--- config.mk ---
export PLATFORM = sky130hd
export DESIGN_NAME = ext_luma_resp
export DESIGN_NICKNAME = d
export VERILOG_FILES = /design/src/rtl/ext_luma_resp.sv
export SDC_FILE = /design/constraint.sdc
export NUM_CORES = 1
export LEC_CHECK = 0
export ABC_AREA = 1
export CAP_MARGIN = 10
export CORE_UTILIZATION = 40
export CTS_CLUSTER_DIAMETER = 100
export DETAILED_ROUTE_END_ITERATION = 10
export PLACE_DENSITY = 0.66
export SYNTH_ARGS = -nofsm -noshare
export SYNTH_HDL_FRONTEND = slang
export SYNTH_SLANG_ARGS = --single-unit
--- constraint.sdc ---
create_clock -name clk -period 8.5 [get_ports clk]
set_input_delay 2.125 -clock clk [delete_from_list [all_inputs] [get_ports clk]]
set_output_delay 2.125 -clock clk [all_outputs]
set_load 0.005 [all_outputs]
--- src/rtl/ext_luma_resp.sv ---
// Luma strip responder: turns one fetch request into 2*SW_ROWS frame-store reads
// with vertical edge replication and horizontal MB clamping, forwarding read data in order.
module ext_luma_resp #(
  parameter int BIT_DEPTH = 8,
  parameter int SW_ROWS   = 48,
  parameter int MAX_OUTST = 4,
  parameter int ADDR_W    = 21
) (
  input  logic                   clk,
  input  logic                   rst_n,
  input  logic [7:0]             sys_total_x_i,
  input  logic [7:0]             sys_total_y_i,
  input  logic [ADDR_W-1:0]      frame_base_i,
  input  logic                   ext_req_i,
  input  logic [7:0]             ext_mb_x_i,
  input  logic [7:0]             ext_mb_y_i,
  output logic                   ext_data_v_o,
  output logic [8*BIT_DEPTH-1:0] ext_data_o,
  output logic                   ext_done_o,
  output logic                   mem_req_o,
  output logic [ADDR_W-1:0]      mem_addr_o,
  input  logic                   mem_gnt_i,
  input  logic                   mem_rvalid_i,
  input  logic [8*BIT_DEPTH-1:0] mem_rdata_i
);

  localparam int NBEATS = 2 * SW_ROWS;
  localparam int CNT_W  = $clog2(NBEATS + 1);
  localparam int OUT_W  = $clog2(MAX_OUTST + 1);
  localparam int DW     = 8 * BIT_DEPTH;

  typedef enum logic [1:0] {ST_IDLE, ST_ISSUE, ST_DRAIN, ST_DONE} state_t;

  state_t            state_q, state_d;
  logic [7:0]        mb_x_q, mb_x_d;
  logic [7:0]        mb_y_q, mb_y_d;
  logic [7:0]        tot_x_q, tot_x_d;
  logic [7:0]        tot_y_q, tot_y_d;
  logic [ADDR_W-1:0] base_q, base_d;
  logic [CNT_W-1:0]  issued_q, issued_d;
  logic [CNT_W-1:0]  received_q, received_d;
  logic [OUT_W-1:0]  outst_q, outst_d;
  logic [ADDR_W-1:0] addr_q, addr_d;
  logic              data_v_q, data_v_d;
  logic [DW-1:0]     data_q, data_d;
  logic              rv_acc, gnt_acc;

  // Row is clamped into the picture so strips above/below the frame replicate the edge rows.
  function automatic logic [ADDR_W-1:0] beat_addr(
    input logic [CNT_W-1:0]  b,
    input logic [7:0]        mbx,
    input logic [7:0]        mby,
    input logic [7:0]        tx,
    input logic [7:0]        ty,
    input logic [ADDR_W-1:0] base
  );
    logic signed [14:0] py;
    logic [12:0]        ymax;
    logic [12:0]        row;
    logic [7:0]         cx;
    py   = $signed({3'b000, mby, 4'b0000}) - 15'sd16 + $signed(15'(b >> 1));
    ymax = {1'b0, ty, 4'b0000} - 13'd1;
    if (py < 0)
      row = '0;
    else if (py > $signed({2'b00, ymax}))
      row = ymax;
    else
      row = py[12:0];
    cx = (mbx < tx) ? mbx : tx - 8'd1;
    return base + ADDR_W'(row) * ADDR_W'({tx, 1'b0}) + ADDR_W'({cx, 1'b0}) + ADDR_W'(b[0]);
  endfunction

  always_comb begin
    state_d    = state_q;
    mb_x_d     = mb_x_q;
    mb_y_d     = mb_y_q;
    tot_x_d    = tot_x_q;
    tot_y_d    = tot_y_q;
    base_d     = base_q;
    issued_d   = issued_q;
    addr_d     = addr_q;
    data_d     = data_q;

    rv_acc  = mem_rvalid_i && ((state_q == ST_ISSUE) || (state_q == ST_DRAIN));
    // A return in the same cycle frees a slot, so a full pipe may still issue.
    mem_req_o = (state_q == ST_ISSUE) && (issued_q < CNT_W'(NBEATS)) &&
                ((outst_q < OUT_W'(MAX_OUTST)) || rv_acc);
    gnt_acc = mem_req_o && mem_gnt_i;

    outst_d    = outst_q + OUT_W'(gnt_acc) - OUT_W'(rv_acc);
    received_d = received_q + CNT_W'(rv_acc);
    data_v_d   = rv_acc;
    if (rv_acc)
      data_d = mem_rdata_i;

    case (state_q)
      ST_IDLE: begin
        if (ext_req_i) begin
          mb_x_d     = ext_mb_x_i;
          mb_y_d     = ext_mb_y_i;
          tot_x_d    = sys_total_x_i;
          tot_y_d    = sys_total_y_i;
          base_d     = frame_base_i;
          issued_d   = '0;
          received_d = '0;
          outst_d    = '0;
          addr_d     = beat_addr('0, ext_mb_x_i, ext_mb_y_i, sys_total_x_i,
                                 sys_total_y_i, frame_base_i);
          state_d    = ST_ISSUE;
        end
      end
      ST_ISSUE: begin
        if (gnt_acc) begin
          issued_d = issued_q + 1'b1;
          if (issued_q == CNT_W'(NBEATS - 1))
            state_d = ST_DRAIN;
          else
            addr_d = beat_addr(issued_q + 1'b1, mb_x_q, mb_y_q, tot_x_q, tot_y_q, base_q);
        end
      end
      ST_DRAIN: begin
        if (received_q == CNT_W'(NBEATS))
          state_d = ST_DONE;
      end
      ST_DONE: state_d = ST_IDLE;
      default: state_d = ST_IDLE;
    endcase
  end

  always_ff @(posedge clk or negedge rst_n) begin
    if (!rst_n) begin
      state_q    <= ST_IDLE;
      mb_x_q     <= '0;
      mb_y_q     <= '0;
      tot_x_q    <= '0;
      tot_y_q    <= '0;
      base_q     <= '0;
      issued_q   <= '0;
      received_q <= '0;
      outst_q    <= '0;
      addr_q     <= '0;
      data_v_q   <= 1'b0;
      data_q     <= '0;
    end else begin
      state_q    <= state_d;
      mb_x_q     <= mb_x_d;
      mb_y_q     <= mb_y_d;
      tot_x_q    <= tot_x_d;
      tot_y_q    <= tot_y_d;
      base_q     <= base_d;
      issued_q   <= issued_d;
      received_q <= received_d;
      outst_q    <= outst_d;
      addr_q     <= addr_d;
      data_v_q   <= data_v_d;
      data_q     <= data_d;
    end
  end

  assign ext_data_v_o = data_v_q;
  assign ext_data_o   = data_q;
  assign ext_done_o   = (state_q == ST_DONE);
  assign mem_addr_o   = addr_q;

endmodule

# Yosys cells after proc, flatten, opt, wreduce, memory -nomap -nowiden
# Cells that the tools add are included.
# word_totals
register_bits,158
latch_bits,0
mem_bits_rw,0
romBits,0
out_inout_bits,88
n_memories,0
# classes
add_sub_neg,16
mul,2
div_mod_pow,0
order_cmp,8
eq_ne,10
n_shift,0
muxes,27
bitwise,0
n_reduce_logical,12
# ops
cell,count
13-bit two-way mux,9
21-bit two-way mux,3
21-bit adder,2
21-bit by 9-bit adder with 21-bit output,2
21-bit case mux with 2 select lines,1
13-bit by 8-bit multiplier with 20-bit output,2
7-bit two-way mux,4
12-bit by 1-bit subtractor with 13-bit output (second input constant),2
12-bit by 5-bit subtractor with 13-bit output (second input constant),2
21-bit by 1-bit adder with 21-bit output,1
8-bit < comparator,2
8-bit two-way mux,2
8-bit by 1-bit subtractor with 8-bit output (second input constant),2
13-bit by 7-bit adder with 14-bit output,1
7-bit == test (second input constant),2
13-bit by 14-bit greater-than comparator with 1-bit output,1
14-bit greater-than comparator,1
14-bit by 1-bit < comparator with 1-bit output (second input constant),1
7-bit case mux with 2 select lines,1
13-bit by 1-bit < comparator with 1-bit output (second input constant),1
2-bit two-way mux,4
2-bit case mux with 4 select lines,1
4-bit AND reduction,2
7-bit by 1-bit adder with 7-bit output,1
other kinds (16),25

# Depth between registers and ports, before layout
# logic_depth
depth_word,15
depth_mapped,61
ltp_nobuf,61

# Worst setup path after synthesis
# No wires, ideal clock.
# synth_path
path_kind,input to register
from,input port ext_mb_y_i[0]
to,"register addr_q[20], in the netlist mem_addr_o[20]"
setup_time_ps,77
arrival_time_ps,10419
setup_slack_ps,-1996
path_stages,55
path_buffers,0
cell_sequence,inv_1 -> ha_1 -> inv_1 -> ha_1 -> a31o_2 -> a21oi_1 -> nor2_1 -> o21a_1 -> o21a_1 -> o21ai_0 -> nand2_1 -> a21oi_1 -> o21ai_0 -> ha_1 -> nor2_1 -> inv_1 -> o22ai_1 -> nand2_1 -> [... 19 more ...] -> nand2_1 -> xor2_1 -> ha_1 -> ha_1 -> nand2_1 -> o211ai_1 -> a21oi_1 -> nand2_1 -> nand2_1 -> nand2_1 -> a21oi_1 -> xor2_1 -> inv_1 -> nand2_1 -> nand2_1 -> o21ai_0 -> inv_1 -> a21oi_1
# synth_between
elab_chain_len,11
word_cells_on_any_way,12
cone_classes,3 x add/sub; 1 x mul; 2 x order compare; 6 x mux
# synth_lines
item,line_no,source
start: declaration,16,"input logic [7:0] ext_mb_y_i,"
12-bit by 5-bit subtractor with 13-bit output *,61,"py = $signed({3'b000, mby, 4'b0000}) - 15'sd16 + $signed(15'(b >> 1));"
13-bit by 14-bit greater-than comparator with 1-bit output,65,"else if (py > $signed({2'b00, ymax}))"
13-bit two-way mux,65,
13-bit two-way mux *,63,if (py < 0)
13-bit two-way mux *,98,if (ext_req_i) begin
13-bit two-way mux *,96,case (state_q)
13-bit by 8-bit multiplier with 20-bit output *,70,"return base + ADDR_W'(row) * ADDR_W'({tx, 1'b0}) + ADDR_W'({cx, 1'b0}) + ADDR_W'(b[0]);"
21-bit adder *,70,
21-bit by 9-bit adder with 21-bit output *,70,
21-bit two-way mux *,98,
21-bit case mux with 2 select lines *,96,
end signal: assignment,154,addr_q <= addr_d;
end: declaration,43,"logic [ADDR_W-1:0] addr_q, addr_d;"
# Mark *: on every way between the ends. The rest lies on a longest branch, timed or not. The select of a mux whose other input is x is not followed.
# A chain may end at the register's enable or synchronous reset.

# Final worst setup path
# layout_path
from,input port sys_total_y_i[2]
to,"register addr_q[20], in the netlist mem_addr_o[20]"
# layout_between
elab_chain_len,11
# layout_lines
item,line_no,source
start: declaration,12,"input logic [7:0] sys_total_y_i,"
12-bit by 1-bit subtractor with 13-bit output *,62,"ymax = {1'b0, ty, 4'b0000} - 13'd1;"
13-bit by 14-bit greater-than comparator with 1-bit output,65,
13-bit two-way mux *,65,
13-bit two-way mux *,63,
13-bit two-way mux *,98,
13-bit two-way mux *,96,
13-bit by 8-bit multiplier with 20-bit output *,70,
21-bit adder *,70,
21-bit by 9-bit adder with 21-bit output *,70,
21-bit two-way mux *,98,
21-bit case mux with 2 select lines *,96,
# Marked as above.

==> impl_metrics.env <==
export IMPL_status="finished with violations"
export IMPL_violations="negative setup slack"
export IMPL_drive_above_1_share=0.2142
export IMPL_critPathCaptureType="register"
export IMPL_num_rows=74
export IMPL_die_area_um2=42290
export IMPL_die_width_um=205.6
export IMPL_synth_fp_nets=2602
export IMPL_gp_congestion=0.9378
export IMPL_rr_endpoint="mem_addr_o[20]"
export IMPL_die_y_um=205.6
export IMPL_io_pins=210
export IMPL_slew_viol_final=0
export IMPL_core_um2=40830
export IMPL_synth_seq_area_share=0.2384
export IMPL_post_place_ws_ns=-2.786
export IMPL_drt_iter0_markers=961
export IMPL_synth_seq_cells=158
export IMPL_final_cells=3245
export IMPL_clock_path_buffers=2
export IMPL_htree_levels=4
export IMPL_viasPerCell=4.960
export IMPL_async_reset_ff_frac=1.000
export IMPL_syn_cell_area_um2=16590
export IMPL_grt_total_usage=0.2505
export IMPL_rsz0062_at_grt="true"
export IMPL_cp_data_required_time_ns=8.87
export IMPL_antenna_found_initial=0
export IMPL_setup_viol=15
export IMPL_crit_path_frequent_cell="buf_4"
export IMPL_netlist_instances=2149
export IMPL_start_util=0.4062
export IMPL_hold_viol_final=0
export IMPL_critPathArrivalTime_ns=10.61
export IMPL_yosys_area_top_type="dfrtp_1"
export IMPL_r2r_slack_ns=-1.17
export IMPL_yosysMostFrequentCell="nand2_1"
export IMPL_clk_pin_slew_ns=0.07
export IMPL_yosys_top_cells_area="dfrtp_1 (24%), fa_1 (18%), ha_1 (14%)"
export IMPL_cp_start_kind="input pin"
export IMPL_fill_cells=3665
export IMPL_crit_path_max_incr_delay_ns=0.50
export IMPL_critPathMaxFanout=5
export IMPL_fin_ws_ns=-1.732
export IMPL_fmax_mhz=97.73
export IMPL_netlist_top_cells_count="nand2_1 (571), inv_1 (352), nor2_1 (195)"
export IMPL_dp_hpwl_um=40850
export IMPL_wirelength_um=50600
export IMPL_syn_avg_cell_area_um2=7.719
export IMPL_yosysTopAreaCellShare=0.2384
export IMPL_tns_ns=-15.11
export IMPL_tritoncts="done"
export IMPL_portBuffers=209
export IMPL_hold_ws_ns=0.4818
export IMPL_grt_pass1_vias=16713
export IMPL_multi_input_area_um2=11870
export IMPL_grt_max_degree=89
export IMPL_grt_overflow_total=0
export IMPL_antennaDiodeCount=0
export IMPL_ant_nets=0
export IMPL_period_needed_ns=10.23
export IMPL_drc=0
export IMPL_insertion_delay_ns=0.45
export IMPL_syn2layout_area_growth_pct=41.16
export IMPL_startpoint="sys_total_y_i[2]"
export IMPL_reg2regPathDepth=57
export IMPL_cts_sinks=158
export IMPL_min_path_type="reg2reg"
export IMPL_maxSlewHeadroom=0.2633
export IMPL_fin_nets=3153
export IMPL_ys_types=43
export IMPL_max_cap_violations=0
export IMPL_dp_cells=3181
export IMPL_crit_type="in2reg"
export IMPL_clock_skew_ns=0.009389
export IMPL_finalCritPeriodShare=1.204
export IMPL_holdBufCountCts=0
export IMPL_area_sequential_um2=3954
export IMPL_ys_flop_type="dfrtp_1"
export IMPL_slowest_stage="fa_1"
export IMPL_wl_per_cell_um=15.59
export IMPL_crit_path_end="mem_addr_o[20]"
export IMPL_drt_first_pass_iters=6
export IMPL_worst_pin_slew_ns=1.103
export IMPL_cts_made_buffers=17
export IMPL_yosysWarnings=0
export IMPL_clockRootBuffer="clkbuf_16"
export IMPL_r2r_start="issued_q[0]"
export IMPL_synth_enable_flop_cells=0
export IMPL_vias=16095
export IMPL_grt_pass1_wl_um=82900
==> registers in the layout (all words and copies together) (netlist names), 7 cells and up <==
name	count
base_q	21
ext_data_o	64
issued_q	7
mb_x_q	8
mb_y_q	8
mem_addr_o	21
received_q	7
tot_x_q	8
tot_y_q	8
==> through the flow <==
stage                     cell area, um2    util
final                              23410  0.5734
after CTS                          23190  0.5679
after global routing               23410  0.5734
after global placement             22080  0.5409
after floorplan                    16940       -
after detailed placement           22080  0.5409
==> critical path: cells and delay by family <==
kind	cells	cell delay, ns
buffers and inverters	15	1.72
AND/OR/NAND/NOR	9	0.72
adder cells (fa/ha/maj)	9	3.27
AO/OA/AOI/OAI	17	2.35
XOR/XNOR	3	0.40
==> final cells by class <==
class / instances / area share
Clock buffer: 18 / 0.01876
Clock inverter: 14 / 0.006092
Inverter: 365 / 0.05910
Multi-Input combinational cell: 1573 / 0.5068
Sequential cell: 158 / 0.1689
Tap cell: 532 / 0.02843
Timing Repair Buffer: 585 / 0.2119
==> repair_timing <==
action	in CTS	in global routing
hold endpoints to repair	0	0
pin swaps	70	29
setup endpoints to repair	16	16
buffers inserted	29	4
gates resized for setup	100	46
==> per-layer routing <==
metal  global-route usage  up-vias  routed length [um]
li1                     -     7813                   -
met1               0.3113     7768               21480
met2               0.4438      419               25290
met3              0.03199       95                2298
met4              0.08704        0                1535
met5                    0        -                   0
==> logic make-up (layout without fill, tap and decap cells) <==
family                   after synthesis  after routing  share of synthesized area
flip-flops                           158            158                     0.2384
XOR/XNOR                              85             85                    0.04533
adder cells (fa/ha/maj)              331            331                     0.3167
AO/OA/AOI/OAI                        294            294                    0.09701
buffers and inverters                418            982                    0.09565
AND/OR/NAND/NOR                      863            863                     0.2070
==> layout by cell type, fill, tap and decap left out, types with 16 or more instances in the layout <==
master / synthesis / layout
buf_4: 2 / 364
clkbuf_16: 0 / 17
nand3_1: 44 / 43
o21ai_1: 8 / 19
nor3_1: 21 / 16
a31oi_1: 20 / 18
xor2_1: 60 / 51
ha_1: 183 / 160
nand2_1: 571 / 557
nor2_2: 5 / 18
inv_1: 352 / 328
dfrtp_1: 158 / 158
inv_2: 7 / 26
o21ai_0: 101 / 80
ha_4: 0 / 23
nor2_1: 195 / 178
clkdlybuf4s50_1: 0 / 198
a21oi_1: 116 / 97
xnor2_1: 24 / 17
fa_1: 148 / 146
a21oi_2: 0 / 18
==> worst min path at each step <==
stage                    from  cells after the start             end  slack (ns)
6_report       ext_data_o[37]                      2  ext_data_o[37]        0.48
5_1_grt         ext_data_o[4]                      2   ext_data_o[4]        0.50
4_1_cts        ext_data_o[61]                      2  ext_data_o[61]        0.48
3_5_place_dp   ext_data_o[16]                      2  ext_data_o[16]        0.46
3_3_place_gp   ext_data_o[10]                      2  ext_data_o[10]        0.46
2_1_floorplan       mb_y_q[0]                      2       mb_y_q[0]        0.45
Power is left out: the tool's default activity adds up to more than one toggle a clock period on the data nets, which glitch-free logic cannot reach.
